**config.mk**
```make
export PLATFORM = sky130hd
export DESIGN_NAME = serial_sub
export DESIGN_NICKNAME = d
export VERILOG_FILES = /design/src/rtl/serial_sub_pkg.sv /design/src/rtl/full_sub_cell.sv /design/src/rtl/serial_sub.sv
export SDC_FILE = /design/constraint.sdc
export NUM_CORES = 1
export LEC_CHECK = 0
export ABC_AREA = 0
export CAP_MARGIN = 20
export CORE_UTILIZATION = 55
export CTS_BUF_LIST = sky130_fd_sc_hd__clkbuf_8 sky130_fd_sc_hd__clkbuf_16
export DETAILED_ROUTE_END_ITERATION = 8
export PLACE_DENSITY_LB_ADDON = 0.15
export SLEW_MARGIN = 20
export SYNTH_ARGS = -nofsm -noshare
export SYNTH_HDL_FRONTEND = slang
export SYNTH_SLANG_ARGS = --single-unit
```
**constraint.sdc**
```tcl
create_clock -name clk -period 2.9 [get_ports clk]
set_input_delay 0.58 -clock clk [delete_from_list [all_inputs] [get_ports clk]]
set_output_delay 0.58 -clock clk [all_outputs]
set_load 0.02 [all_outputs]
```
**src/rtl/serial_sub_pkg.sv**
```systemverilog
// serial_sub_pkg: shared types and constants for the bit-serial subtractor.
//   serial_sub_state_t   - control FSM states (idle, running, result ready)
//   SERIAL_SUB_WIDTH_MIN - smallest legal operand width
//   SERIAL_SUB_WIDTH_MAX - largest legal operand width
package serial_sub_pkg;

    localparam int unsigned SERIAL_SUB_WIDTH_MIN = 2;
    localparam int unsigned SERIAL_SUB_WIDTH_MAX = 64;

    typedef enum logic [1:0] {
        StIdle,
        StRun,
        StDone
    } serial_sub_state_t;

endpackage

```
**src/rtl/full_sub_cell.sv**
```systemverilog
// full_sub_cell: combinational one-bit full subtractor, computes a - b - bin.
// Ports:
//   a, b   in  1 : minuend / subtrahend bit
//   bin    in  1 : borrow in
//   diff   out 1 : difference bit
//   bout   out 1 : borrow out
module full_sub_cell (
    input  logic a,
    input  logic b,
    input  logic bin,
    output logic diff,
    output logic bout
);

    always_comb begin
        diff = a ^ b ^ bin;
        // Borrow when b exceeds a, or when the bits match and a borrow is pending.
        bout = (~a & b) | (~(a ^ b) & bin);
    end

endmodule

```
**src/rtl/serial_sub.sv**
```systemverilog
// serial_sub: bit-serial subtractor, diff = a - b - bin modulo 2^WIDTH, one bit per
// clock LSB first through a single registered borrow cell.
// Optional feature macro: SERIAL_SUB_OVF_EN adds the registered signed-overflow port ovf.
// Ports:
//   clk, rst_n  in      : clock, asynchronous active-low reset
//   start       in  1   : request an operation (ignored while busy)
//   a, b        in  W   : operands, captured on an accepted start
//   bin         in  1   : borrow in, captured on an accepted start
//   busy        out 1   : operation in progress
//   done        out 1   : one-cycle pulse, result valid from here on
//   diff        out W   : result, held until the next completion
//   bout        out 1   : unsigned borrow out
//   ovf         out 1   : signed overflow (SERIAL_SUB_OVF_EN only)
module serial_sub
    import serial_sub_pkg::*;
#(
    parameter int unsigned WIDTH = 8
) (
    input  logic             clk,
    input  logic             rst_n,
    input  logic             start,
    input  logic [WIDTH-1:0] a,
    input  logic [WIDTH-1:0] b,
    input  logic             bin,
    output logic             busy,
    output logic             done,
    output logic [WIDTH-1:0] diff,
    output logic             bout
`ifdef SERIAL_SUB_OVF_EN
    ,
    output logic             ovf
`endif
);

    localparam int unsigned CntW = $clog2(WIDTH);

    if (WIDTH < SERIAL_SUB_WIDTH_MIN || WIDTH > SERIAL_SUB_WIDTH_MAX) begin : g_width_check
        $error("serial_sub: WIDTH out of legal range");
    end

    serial_sub_state_t state_q, state_d;
    logic [CntW-1:0]   cnt_q, cnt_d;
    logic [WIDTH-1:0]  a_sh_q, a_sh_d;
    logic [WIDTH-1:0]  b_sh_q, b_sh_d;
    logic [WIDTH-1:0]  res_q, res_d;
    logic              br_q, br_d;
    logic [WIDTH-1:0]  diff_q, diff_d;
    logic              bout_q, bout_d;
`ifdef SERIAL_SUB_OVF_EN
    logic              ovf_q, ovf_d;
`endif

    logic cell_diff;
    logic cell_bout;
    logic last_bit;
    logic accept;

    full_sub_cell u_cell (
        .a    (a_sh_q[0]),
        .b    (b_sh_q[0]),
        .bin  (br_q),
        .diff (cell_diff),
        .bout (cell_bout)
    );

    assign last_bit = (cnt_q == CntW'(WIDTH - 1));
    // A start is honoured in idle and in the done cycle (back-to-back), never mid-run.
    assign accept   = start && (state_q != StRun);

    always_comb begin
        state_d = state_q;
        cnt_d   = cnt_q;
        a_sh_d  = a_sh_q;
        b_sh_d  = b_sh_q;
        res_d   = res_q;
        br_d    = br_q;
        diff_d  = diff_q;
        bout_d  = bout_q;
`ifdef SERIAL_SUB_OVF_EN
        ovf_d   = ovf_q;
`endif

        case (state_q)
            StIdle:  if (start) state_d = StRun;
            StRun:   if (last_bit) state_d = StDone;
            StDone:  state_d = start ? StRun : StIdle;
            default: state_d = StIdle;
        endcase

        if (accept) begin
            a_sh_d = a;
            b_sh_d = b;
            br_d   = bin;
            cnt_d  = '0;
        end else if (state_q == StRun) begin
            a_sh_d = a_sh_q >> 1;
            b_sh_d = b_sh_q >> 1;
            res_d  = {cell_diff, res_q[WIDTH-1:1]};
            br_d   = cell_bout;
            cnt_d  = cnt_q + CntW'(1);
            if (last_bit) begin
                diff_d = res_d;
                bout_d = cell_bout;
`ifdef SERIAL_SUB_OVF_EN
                // On the last bit the shift registers hold the operand MSBs.
                ovf_d  = (a_sh_q[0] != b_sh_q[0]) && (cell_diff != a_sh_q[0]);
`endif
            end
        end
    end

    always_ff @(posedge clk or negedge rst_n) begin
        if (!rst_n) begin
            state_q <= StIdle;
            cnt_q   <= '0;
            a_sh_q  <= '0;
            b_sh_q  <= '0;
            res_q   <= '0;
            br_q    <= 1'b0;
            diff_q  <= '0;
            bout_q  <= 1'b0;
`ifdef SERIAL_SUB_OVF_EN
            ovf_q   <= 1'b0;
`endif
        end else begin
            state_q <= state_d;
            cnt_q   <= cnt_d;
            a_sh_q  <= a_sh_d;
            b_sh_q  <= b_sh_d;
            res_q   <= res_d;
            br_q    <= br_d;
            diff_q  <= diff_d;
            bout_q  <= bout_d;
`ifdef SERIAL_SUB_OVF_EN
            ovf_q   <= ovf_d;
`endif
        end
    end

    assign busy = (state_q == StRun);
    assign done = (state_q == StDone);
    assign diff = diff_q;
    assign bout = bout_q;
`ifdef SERIAL_SUB_OVF_EN
    assign ovf  = ovf_q;
`endif

endmodule

```
==> flow_summary.ini <==
[pwr]
swShare_pct = 30.9
power_frac_comb_pct = 44.7
ir_drop_mv = 0.695
p_clk_share_pct = 14.7
leakage_nw = 1.04
power.internal_mw = 1.57
p_sw_mw = 0.700
pwr-share-seq_pct = 40.5
power.density_mw_per_mm2 = 1030

[setup_path]
cp-start-kind = flip-flop
crit_path_max_fanout = 4
worst-r2r-cell-count = 4
critPathMaxStageDelay_ps = 620
setup.worst_path.class = reg -> out
worstSetupEndpointType = output port
path_cells = nand2b_1, inv_1, clkdlybuf4s50_1
regToRegSetupSlack_ps = 1160
cp_data_required_time_ps = 2320
reg2reg_from = cnt_q[0]
crit_arrival_ps = 1590
cp_slowest_cell = clkdlybuf4s50_1
r2r-end = diff[5]

[clocking]
clkSinkCount = 38
post-cts-setup-buffer-count = 0
path_clk_slew_ps = 70
cts_resized = 0
cts-root-buf = clkbuf_8
worstSkewPairLatency_ps = 280
hold_buffers = 0
htree_levels = 2
cts_buffers = 5
clockBufferDepth = 2
cts_tree = yes

[grt]
grt.overflow.total = 0
grt_pass1_wl_mm = 4.98
track_usage_pct = 20.0
grt_max_degree = 39
antenna_found_initial = 0
grt_pass1_vias = 1069

[status]
outcome = complete, no violations

[floorplan]
die_area_mm2 = 0.00353
top_level_ports = 31
die_h_um = 59.4
die_w_um = 59.4
rows = 20
start_util_pct = 58.9
core_area_mm2 = 0.00308

[yosys]
avgSynthCellArea_um2 = 16.0
syn_area_mm2 = 0.00181
synth_fp_nets = 136
synthCells = 113
synth-seq-area-share_pct = 52.5
ys_warn_count = 0
synth_seq_cells = 38
ys_types = 14

[detailed_routing]
wl_mm = 2.98
vias_per_cell = 5.08
antenna_left = 0
drt_iter0_markers = 36
wl_per_cell_um = 15.7
drc = 0
drt-pass1-iter-count = 2
vias = 965

[layout]
nets = 169
areaGrowthSynthToFinish_pct = 21.1
diodes = 0
regArea_um2 = 951
fillerInstances = 232
post_route_cells_drive_above_1_share_pct = 37.7
multi_input_area_um2 = 777

[flow_run]
cap_violations = 0

[timing]
hold_viol = 0
timing.final.crit_share_pct = 74.7
tns_ps = 0
maxClockFrequency_mhz = 462
drv_slew = 0
rsz0062_at_grt = no
min_period_ps = 2170
fin_skew_ps = 4.00
holdWs_ps = 399
worst_slew_pin_slew_ps = 845
maxSlewHeadroom_pct = 43.6
setup_viol = 0

[place]
dp.final_hpwl_mm = 1.99
globalplace.congestion = 0.683
port_buffers = 30

[min_path]
min_path_type = in -> async
## cell usage after synthesis, drive strengths merged
master / number / share of area [%]
mux2: 45 / 34
mux2i: 6 / 3.3
nor2b: 3 / 1.0
nor2: 2 / 0.41
o22ai: 1 / 0.35
buf: 6 / 3.4
fa: 1 / 1.1
ha: 2 / 1.4
dfrtp: 38 / 52
nand3b: 1 / 0.41
nand2b: 2 / 0.69
inv: 6 / 1.2
## through the flow
| step | instance area [µm²] | cells | utilization [%] | total power [mW] | setup slack, ps |
|---|---|---|---|---|---|
| 6_report | 2190 | 190 | 71.3 | 2.27 | 734 |
| 5_1_grt | 2190 | 190 | 71.3 | 2.41 | 642 |
| 4_1_cts | 2190 | 190 | 71.3 | 2.30 | 714 |
| 3_5_place_dp | 2120 | 183 | 68.7 | 1.96 | 776 |
| 3_3_place_gp | 2120 | 183 | 68.7 | 1.91 | 804 |
| 2_1_floorplan | 1810 | 113 | - | 1.69 | 1420 |
## power groups by stage
stage	Combinational, mW	Sequential [mW]	Clock, mW
final	1.01	0.920	0.334
after global placement	0.994	0.918	0
after detailed placement	1.02	0.934	0
after global routing	1.09	0.956	0.359
after floorplan	0.727	0.961	0
after CTS	1.03	0.926	0.342
## logic make-up (layout without fill, tap and decap cells)
logic type | after synthesis | count (layout) | synth area share, %
buffers and inverters | 12 | 45 | 4.63
DFF | 38 | 38 | 52.5
and+or+nand+nor | 8 | 8 | 2.56
muxes | 51 | 51 | 37.5
adders and majority gates | 3 | 3 | 2.49
AOI/OAI and AO/OA | 1 | 1 | 0.346
## worst max path at each step
stage	startpoint	to	slack, ps	cells after the start
CTS	state_q[1]	busy	710	3
detailed placement	start	a_sh_q[6]	780	4
global route	state_q[1]	busy	640	3
floorplan	cnt_q[0]	diff[0]	1420	5
global placement	start	a_sh_q[6]	800	4
finish	state_q[1]	busy	730	3
## worst max-delay path, delay by kind of cell, from the launching register on
kind,cells,cell delay [ps]
buffers and inverters,2,750
AND/OR/NAND/NOR,1,160
flip-flops,1,380
## registers in the layout, summed over array words and instances (netlist names)
register,count
a_sh_q,8
b_sh_q,8
diff,8
res_q,7
cnt_q,3
state_q,2
bout,1
br_q,1
## cells in the final DEF (no fill, tap or decap)
cell type / netlist / layout
dfrtp_1: 38 / 38
nand3b_1: 1 / 1
fa_1: 1 / 1
o22ai_1: 1 / 1
ha_1: 2 / 2
buf_4: 0 / 2
inv_1: 6 / 6
buf_2: 1 / 1
clkdlybuf4s50_1: 0 / 29
mux2i_1: 6 / 6
clkinv_2: 0 / 2
mux2_4: 30 / 30
nor2b_1: 3 / 3
nand2b_1: 2 / 2
clkbuf_8: 0 / 5
nor2_1: 2 / 2
mux2_2: 15 / 15
## cell type report
type	count	area share, %
Multi-Input combinational cell	63	35.4
Clock inverter	2	0.456
Timing Repair Buffer	32	14.1
Tap cell	44	2.51
Sequential cell	38	43.3
Clock buffer	5	3.14
Inverter	6	1.03
## per-layer routing
layer | track usage, % | share of wire [%] | wire length, µm | vias up
li1 | - | - | - | 453
met1 | 23.9 | 45 | 1360 | 488
met2 | 32.3 | 49 | 1460 | 19
met3 | 8.52 | 4.5 | 133 | 5
met4 | 7.14 | 1.2 | 37 | 0
met5 | 0 | 0 | 0 | -
Power figures use the tool's default switching activity.
